File: src/rtl/dimm_burst_lane_pkg.sv
// Shared definitions for the DIMM burst lane: FSM states, default rank geometry
// and the beat layout stored in the write FIFO.
package dimm_burst_lane_pkg;

    typedef enum logic [2:0] {
        ST_IDLE,
        ST_WR_WAIT,
        ST_WR_BURST,
        ST_RD_WAIT,
        ST_RD_BURST,
        ST_RD_DRAIN
    } lane_state_t;

    localparam int NUM_CHIPS_DEF   = 4;
    localparam int DQ_PER_CHIP_DEF = 8;
    localparam int LANE_W          = NUM_CHIPS_DEF * DQ_PER_CHIP_DEF;

    typedef struct packed {
        logic [NUM_CHIPS_DEF-1:0] mask_n;
        logic [LANE_W-1:0]        data;
    } beat_t;

    function automatic int max_int(input int a, input int b);
        return (a > b) ? a : b;
    endfunction

endpackage

File: src/rtl/burst_fifo.sv
// Single-clock FIFO for write beats. DEPTH must be a power of two so the
// pointers wrap naturally; a push into a full FIFO is accepted only alongside a pop.
module burst_fifo #(
    parameter int WIDTH = 36,
    parameter int DEPTH = 8
) (
    input  logic             clk,
    input  logic             rst_n,
    input  logic             push,
    input  logic [WIDTH-1:0] push_data,
    input  logic             pop,
    output logic [WIDTH-1:0] pop_data,
    output logic             full,
    output logic             empty
);
    localparam int AW = $clog2(DEPTH);
    localparam logic [AW:0] FULL_CNT = DEPTH[AW:0];

    logic [WIDTH-1:0] mem [DEPTH];
    logic [AW-1:0]    wr_ptr;
    logic [AW-1:0]    rd_ptr;
    logic [AW:0]      count;
    logic             do_push;
    logic             do_pop;

    assign empty    = (count == '0);
    assign full     = (count == FULL_CNT);
    assign do_pop   = pop && !empty;
    assign do_push  = push && (!full || do_pop);
    assign pop_data = mem[rd_ptr];

    always_ff @(posedge clk) begin
        if (do_push) mem[wr_ptr] <= push_data;
    end

    always_ff @(posedge clk or negedge rst_n) begin
        if (!rst_n) begin
            wr_ptr <= '0;
            rd_ptr <= '0;
            count  <= '0;
        end else begin
            if (do_push) wr_ptr <= wr_ptr + 1'b1;
            if (do_pop)  rd_ptr <= rd_ptr + 1'b1;
            case ({do_push, do_pop})
                2'b10:   count <= count + 1'b1;
                2'b01:   count <= count - 1'b1;
                default: ;
            endcase
        end
    end

endmodule

File: src/rtl/dimm_burst_lane.sv
// Data-path lane between the DRAM command block and one rank of DDR4 devices:
// write-beat FIFO with per-chip DM, CWL/CL latency timing and a read-capture buffer.
module dimm_burst_lane
    import dimm_burst_lane_pkg::*;
#(
    parameter int NUM_CHIPS   = NUM_CHIPS_DEF,
    parameter int DQ_PER_CHIP = DQ_PER_CHIP_DEF,
    parameter int BURST_LEN   = 8,
    parameter int CWL         = 12,
    parameter int CL          = 16
) (
    input  logic                             CLK,
    input  logic                             nRST,
    input  logic                             wr_en,
    input  logic                             rd_en,
    input  logic [NUM_CHIPS*DQ_PER_CHIP-1:0] wdata,
    input  logic [NUM_CHIPS-1:0]             wmask_n,
    input  logic                             wvalid,
    output logic                             wready,
    output logic [NUM_CHIPS*DQ_PER_CHIP-1:0] dq_out,
    output logic [NUM_CHIPS-1:0]             dm_n_out,
    output logic                             dq_oe,
    input  logic [NUM_CHIPS*DQ_PER_CHIP-1:0] dq_in,
    output logic [NUM_CHIPS*DQ_PER_CHIP-1:0] rdata,
    output logic                             rvalid,
    input  logic                             rready,
    output logic                             busy,
    output logic                             wr_underrun,
    output logic                             cmd_err
);
    localparam int LW = NUM_CHIPS * DQ_PER_CHIP;
    localparam int BW = $clog2(BURST_LEN);
    localparam int CW = $clog2(max_int(CWL, CL) + 1);

    localparam logic [BW-1:0] LAST_BEAT = BW'(BURST_LEN - 1);
    // The wait states cover the cycles between the command and the cycle whose
    // closing edge launches (write) or samples (read) the first beat.
    localparam logic [CW-1:0] WR_LOAD = (CWL >= 2) ? CW'(CWL - 2) : '0;
    localparam logic [CW-1:0] RD_LOAD = (CL >= 2) ? CW'(CL - 2) : '0;

    typedef struct packed {
        logic [NUM_CHIPS-1:0] mask_n;
        logic [LW-1:0]        data;
    } lane_beat_t;

    lane_state_t    state;
    logic [CW-1:0]  cnt;
    logic [BW-1:0]  beat;
    logic [BW-1:0]  rptr;
    logic [LW-1:0]  rbuf [BURST_LEN];

    lane_beat_t     fifo_wr;
    lane_beat_t     fifo_rd;
    logic           fifo_push;
    logic           fifo_pop;
    logic           fifo_full;
    logic           fifo_empty;
    logic           wr_issue;

    assign fifo_wr.mask_n = wmask_n;
    assign fifo_wr.data   = wdata;
    assign fifo_push      = wvalid && !fifo_full;
    assign wready         = !fifo_full;
    assign busy           = (state != ST_IDLE);
    assign rdata          = rvalid ? rbuf[rptr] : '0;

    // A beat is launched on every edge whose following cycle is a burst beat.
    assign wr_issue = ((state == ST_WR_WAIT) && (cnt == '0)) ||
                      ((state == ST_WR_BURST) && (beat != LAST_BEAT)) ||
                      ((state == ST_IDLE) && wr_en && (CWL == 1));
    assign fifo_pop = wr_issue && !fifo_empty;

    burst_fifo #(
        .WIDTH ($bits(lane_beat_t)),
        .DEPTH (BURST_LEN)
    ) u_wr_fifo (
        .clk       (CLK),
        .rst_n     (nRST),
        .push      (fifo_push),
        .push_data (fifo_wr),
        .pop       (fifo_pop),
        .pop_data  (fifo_rd),
        .full      (fifo_full),
        .empty     (fifo_empty)
    );

    always_ff @(posedge CLK or negedge nRST) begin
        if (!nRST) begin
            state       <= ST_IDLE;
            cnt         <= '0;
            beat        <= '0;
            rptr        <= '0;
            dq_out      <= '0;
            dm_n_out    <= '1;
            dq_oe       <= 1'b0;
            rvalid      <= 1'b0;
            wr_underrun <= 1'b0;
            cmd_err     <= 1'b0;
            for (int i = 0; i < BURST_LEN; i++) rbuf[i] <= '0;
        end else begin
            wr_underrun <= 1'b0;
            cmd_err     <= 1'b0;
            if (state != ST_IDLE) cmd_err <= wr_en | rd_en;

            if (wr_issue) begin
                dq_oe <= 1'b1;
                if (!fifo_empty) begin
                    dq_out   <= fifo_rd.data;
                    dm_n_out <= fifo_rd.mask_n;
                end else begin
                    dq_out      <= '0;
                    dm_n_out    <= '0;
                    wr_underrun <= 1'b1;
                end
            end

            case (state)
                ST_IDLE: begin
                    beat <= '0;
                    if (wr_en) begin
                        cmd_err <= rd_en;
                        if (CWL == 1) begin
                            state <= ST_WR_BURST;
                        end else begin
                            state <= ST_WR_WAIT;
                            cnt   <= WR_LOAD;
                        end
                    end else if (rd_en) begin
                        if (CL == 1) begin
                            state <= ST_RD_BURST;
                        end else begin
                            state <= ST_RD_WAIT;
                            cnt   <= RD_LOAD;
                        end
                    end
                end
                ST_WR_WAIT: begin
                    if (cnt == '0) begin
                        state <= ST_WR_BURST;
                        beat  <= '0;
                    end else begin
                        cnt <= cnt - 1'b1;
                    end
                end
                ST_WR_BURST: begin
                    if (beat == LAST_BEAT) begin
                        state    <= ST_IDLE;
                        dq_oe    <= 1'b0;
                        dq_out   <= '0;
                        dm_n_out <= '1;
                    end else begin
                        beat <= beat + 1'b1;
                    end
                end
                ST_RD_WAIT: begin
                    if (cnt == '0) begin
                        state <= ST_RD_BURST;
                        beat  <= '0;
                    end else begin
                        cnt <= cnt - 1'b1;
                    end
                end
                ST_RD_BURST: begin
                    rbuf[beat] <= dq_in;
                    if (beat == LAST_BEAT) begin
                        state  <= ST_RD_DRAIN;
                        rptr   <= '0;
                        rvalid <= 1'b1;
                    end else begin
                        beat <= beat + 1'b1;
                    end
                end
                ST_RD_DRAIN: begin
                    if (rready) begin
                        if (rptr == LAST_BEAT) begin
                            state  <= ST_IDLE;
                            rvalid <= 1'b0;
                        end else begin
                            rptr <= rptr + 1'b1;
                        end
                    end
                end
                default: state <= ST_IDLE;
            endcase
        end
    end

endmodule
File: config.mk
export PLATFORM = sky130hd
export DESIGN_NAME = dimm_burst_lane
export DESIGN_NICKNAME = d
export VERILOG_FILES = /design/src/rtl/dimm_burst_lane_pkg.sv /design/src/rtl/burst_fifo.sv /design/src/rtl/dimm_burst_lane.sv
export SDC_FILE = /design/constraint.sdc
export NUM_CORES = 1
export LEC_CHECK = 0
export BUFFER_PORTS_ARGS = -buffer_cell sky130_fd_sc_hd__buf_2
export CAP_MARGIN = 20
export CORE_MARGIN = 2
export CORE_UTILIZATION = 25
export DETAILED_ROUTE_END_ITERATION = 6
export GPL_TIMING_DRIVEN = 0
export PLACE_DENSITY = 0.39
export SYNTH_ARGS = -nofsm -noshare
export SYNTH_HDL_FRONTEND = slang
export SYNTH_SLANG_ARGS = --single-unit
File: constraint.sdc
create_clock -name CLK -period 4 [get_ports CLK]
set_clock_uncertainty 0.1 [all_clocks]
set_input_delay 0.2 -clock CLK [delete_from_list [all_inputs] [get_ports CLK]]
set_output_delay 0.2 -clock CLK [all_outputs]
set_load 0.05 [all_outputs]
==> impl_metrics.py <==
metrics = {
    "run_status": {
        "outcome": "complete, no violations",
    },
    "cts": {
        "cts_buffers": 73,
        "cts_htree_levels": 3,
        "cts_tree": "built",
        "clk_pin_slew_ns": 0.06,
        "root_buffer": "clkbuf_16",
        "clock_sinks": 608,
        "cts_setup_buffers": 0,
        "clk_latency_ns": 0.63,
        "cts_hold_buf": 76,
        "ctsResizeCount": 0,
        "clk_path_buf_depth": 3,
    },
    "setup_path": {
        "critPathMaxFanout": 10,
        "cpMostUsedCell": "clkbuf_1",
        "worst_path_max_delay_cell": "clkbuf_1",
        "criticalPathCategory": "reg -> out",
        "crit_arrival_ns": 3.28,
        "crit_chain": "clkbuf_1 > clkbuf_1 > mux4_2 > mux2i_1 > nor2b_1 > buf_2",
        "crit_family": "buffers and inverters",
        "cp-start-kind": "register",
        "r2r-start": "cnt[0]",
        "endpoint_kind": "output port",
        "cp_data_required_time_ns": 3.70,
        "startpoint": "rptr[1]",
        "worst-path-buf-inv": 3,
        "cpPeakStageDelay_ns": 0.79,
    },
    "placement": {
        "place_ws_ns": 0.483,
        "place.gp.congestion": 0.698,
        "dp_hpwl_um": 42000,
        "dpl-instance-area_um2": 28100,
        "place_inst": 2831,
        "io_buffers": 147,
    },
    "floorplanning": {
        "fp.dieArea_um2": 103000,
        "rows": 116,
        "die_height_um": 321,
        "io_pins": 148,
        "core_area_um2": 100000,
        "start_util": 0.252,
        "die_w_um": 321,
    },
    "finish": {
        "stdcell_count": 3042,
        "area.growth.synth_to_final_pct": 24.1,
        "utilization": 0.312,
        "layout-drive-gt1-share": 0.426,
        "design_area_um2": 31200,
        "fin_nets": 1771,
    },
    "synthesis": {
        "synth_area_leader_cell": "edfxtp_1",
        "yosys-top-cells-area": "edfxtp_1 34%, dfrtp_1 31%, mux2_2 13%, mux4_2 12%, mux2i_1 1.3%",
        "synth_top_cell_area_share": 0.344,
        "synth_seq_cells": 608,
        "synthTopCellsByCount": "316 x dfrtp_1, 294 x mux2_2, 288 x edfxtp_1",
        "synth_edf_count": 288,
        "ys.flop_type": "dfrtp_1",
        "synth-seq-area-share": 0.662,
        "yosysUniqueCellTypes": 51,
        "synth_most_common_cell": "dfrtp_1",
        "syn_nets": 1451,
        "yosys_warnings": 0,
        "syn_avg_cell_area_um2": 18.4,
        "netlist_area_um2": 25200,
        "netlist_instances": 1366,
        "async_reset_ff_frac": 0.526,
    },
    "route": {
        "route.detailed.drc": 0,
        "wl_per_cell_um": 22.1,
        "vias_per_cell": 4.45,
        "routed_wirelength_um": 67100,
        "antenna_left": 0,
        "num_vias": 13500,
        "drt-initial-drc-count": 661,
        "firstDrtPassIters": 5,
    },
    "power_and_ir_drop": {
        "peakVddDrop_mv": 0.516,
        "switching_share": 0.321,
        "power_per_cell_area_nw_per_um2": 643,
        "p_seq_frac": 0.393,
        "pwr-share-comb": 0.282,
        "power.share.clock": 0.326,
        "total_power_mw": 20.1,
        "netSwitchingPower_mw": 6.44,
        "p_leak_nw": 12.0,
        "cell_internal_pwr_mw": 13.6,
    },
    "sta": {
        "drv_slew": 0,
        "post-route-min-period_ns": 3.58,
        "worst_slack_ns": 0.419,
        "tightest_slew_ns": 1.08,
        "tns_ns": 0,
        "final.period_utilization": 0.895,
        "hold_viol": 0,
        "timing.hold.ws_ns": 0.279,
        "rsz0062_at_grt": "false",
        "setup_viol": 0,
        "fmax_mhz": 279,
        "relSlewSlack": 0.282,
    },
    "global_route": {
        "grt_pass1_vias": 14700,
        "grt_pass1_wl_um": 100000,
        "grt_max_degree": 115,
        "antenna_found_initial": 9,
        "grt_use_total": 0.131,
        "grt.overflow.total": 0,
    },
    "hold_path": {
        "min_path_type": "in -> reg",
        "min_from": "wdata[30]",
    },
    "job": {
        "max-cap-violations": 0,
    },
}
==> cell families after synthesis <==
kind of cell / after synthesis / synth area share
xor gates and xnor gates: 12 / 0.00418
adders and majority gates: 13 / 0.00626
DFF: 608 / 0.662
muxes: 465 / 0.267
buffers and inverters: 89 / 0.0155
AOI/OAI and AO/OA: 64 / 0.0200
and+or+nand+nor: 115 / 0.0253
==> power by group through the flow <==
stage / clock (mW) / sequential (mW) / combinational (mW)
floorplan: 0 / 8.53 / 3.25
global placement: 0 / 8.02 / 5.49
detailed placement: 0 / 8.01 / 5.73
CTS: 6.78 / 7.89 / 5.83
global route: 6.99 / 7.98 / 6.12
finish: 6.54 / 7.88 / 5.66
==> path summary, 6_finish.rpt <==
| path | slack, ns | to | cells after the start |
|---|---|---|---|
| worst max-delay path | 0.42 | rdata[12] | 6 |
| worst min-delay path | 0.28 | u_wr_fifo.mem[4][30] | 2 |
| worst max register to register | 0.49 | u_wr_fifo.count[2] | 15 |
| worst min register to register | 0.39 | rbuf[38] | 1 |
| max in group asynchronous | 1.70 | rbuf[84] | 6 |
| min in group asynchronous | 0.55 | dq_out[10] | 4 |
==> cell usage in the layout (no fill, tap or decap), types with 8 or more instances in the layout <==
cell,netlist,routed
dfrtp_1,316,316
mux2_2,294,294
edfxtp_1,288,288
buf_2,21,168
mux4_2,135,135
dlygate4sd3_1,0,75
clkbuf_16,0,74
clkbuf_1,28,50
nor2b_1,36,36
mux2i_1,33,33
a22o_1,33,33
buf_1,26,26
nand2_1,18,18
nor2_1,17,11
ha_1,11,11
clkbuf_8,0,10
buf_16,0,10
clkinv_1,0,9
buf_12,0,9
inv_1,8,8
==> flip-flops by register name, indices dropped and copies added, names as in the netlist <==
signal,flops
rbuf,256
cnt,5
state,3
dq_out,32
dm_n_out,4
dq_oe,1
rvalid,1
wr_underrun,1
cmd_err,1
u_wr_fifo.wr_ptr,3
beat,3
rptr,3
u_wr_fifo.count,4
u_wr_fifo.rd_ptr,3
u_wr_fifo.mem,288
==> layer usage <==
metal / global-route usage / routed length (um) / vias to the layer above / share of wire
li1: - / - / 5991 / -
met1: 0.177 / 31100 / 7202 / 0.46
met2: 0.214 / 31800 / 240 / 0.47
met3: 0.0281 / 2770 / 94 / 0.041
met4: 0.0359 / 1340 / 12 / 0.020
met5: 0 / 62 / - / 0.00092
==> worst reg2reg max path: stages, from the launching register on <==
cell and delay [ns]:
dfrtp_1 0.37, inv_1 0.11, ha_1 0.17, or4b_1 0.42
clkbuf_1 0.18, o32a_1 0.17, buf_2 0.20, nor2_2 0.14
buf_2 0.40, ha_1 0.34, xor2_1 0.10, ha_1 0.18
a21oi_1 0.14, xor2_1 0.16, nor2_1 0.06, xor2_1 0.14
==> cell type report <==
cell class,instances,area (um^2)
buffer,80,357
antenna,2,5.00
multi-input combinational,669,8180
fill,9743,68800
inverter,9,33.8
clock buffer,106,2070
timing repair buffer,245,2000
sequential,608,16700
clock inverter,25,288
tap,1298,1620
No activity file was read; power rests on OpenSTA's default activity.
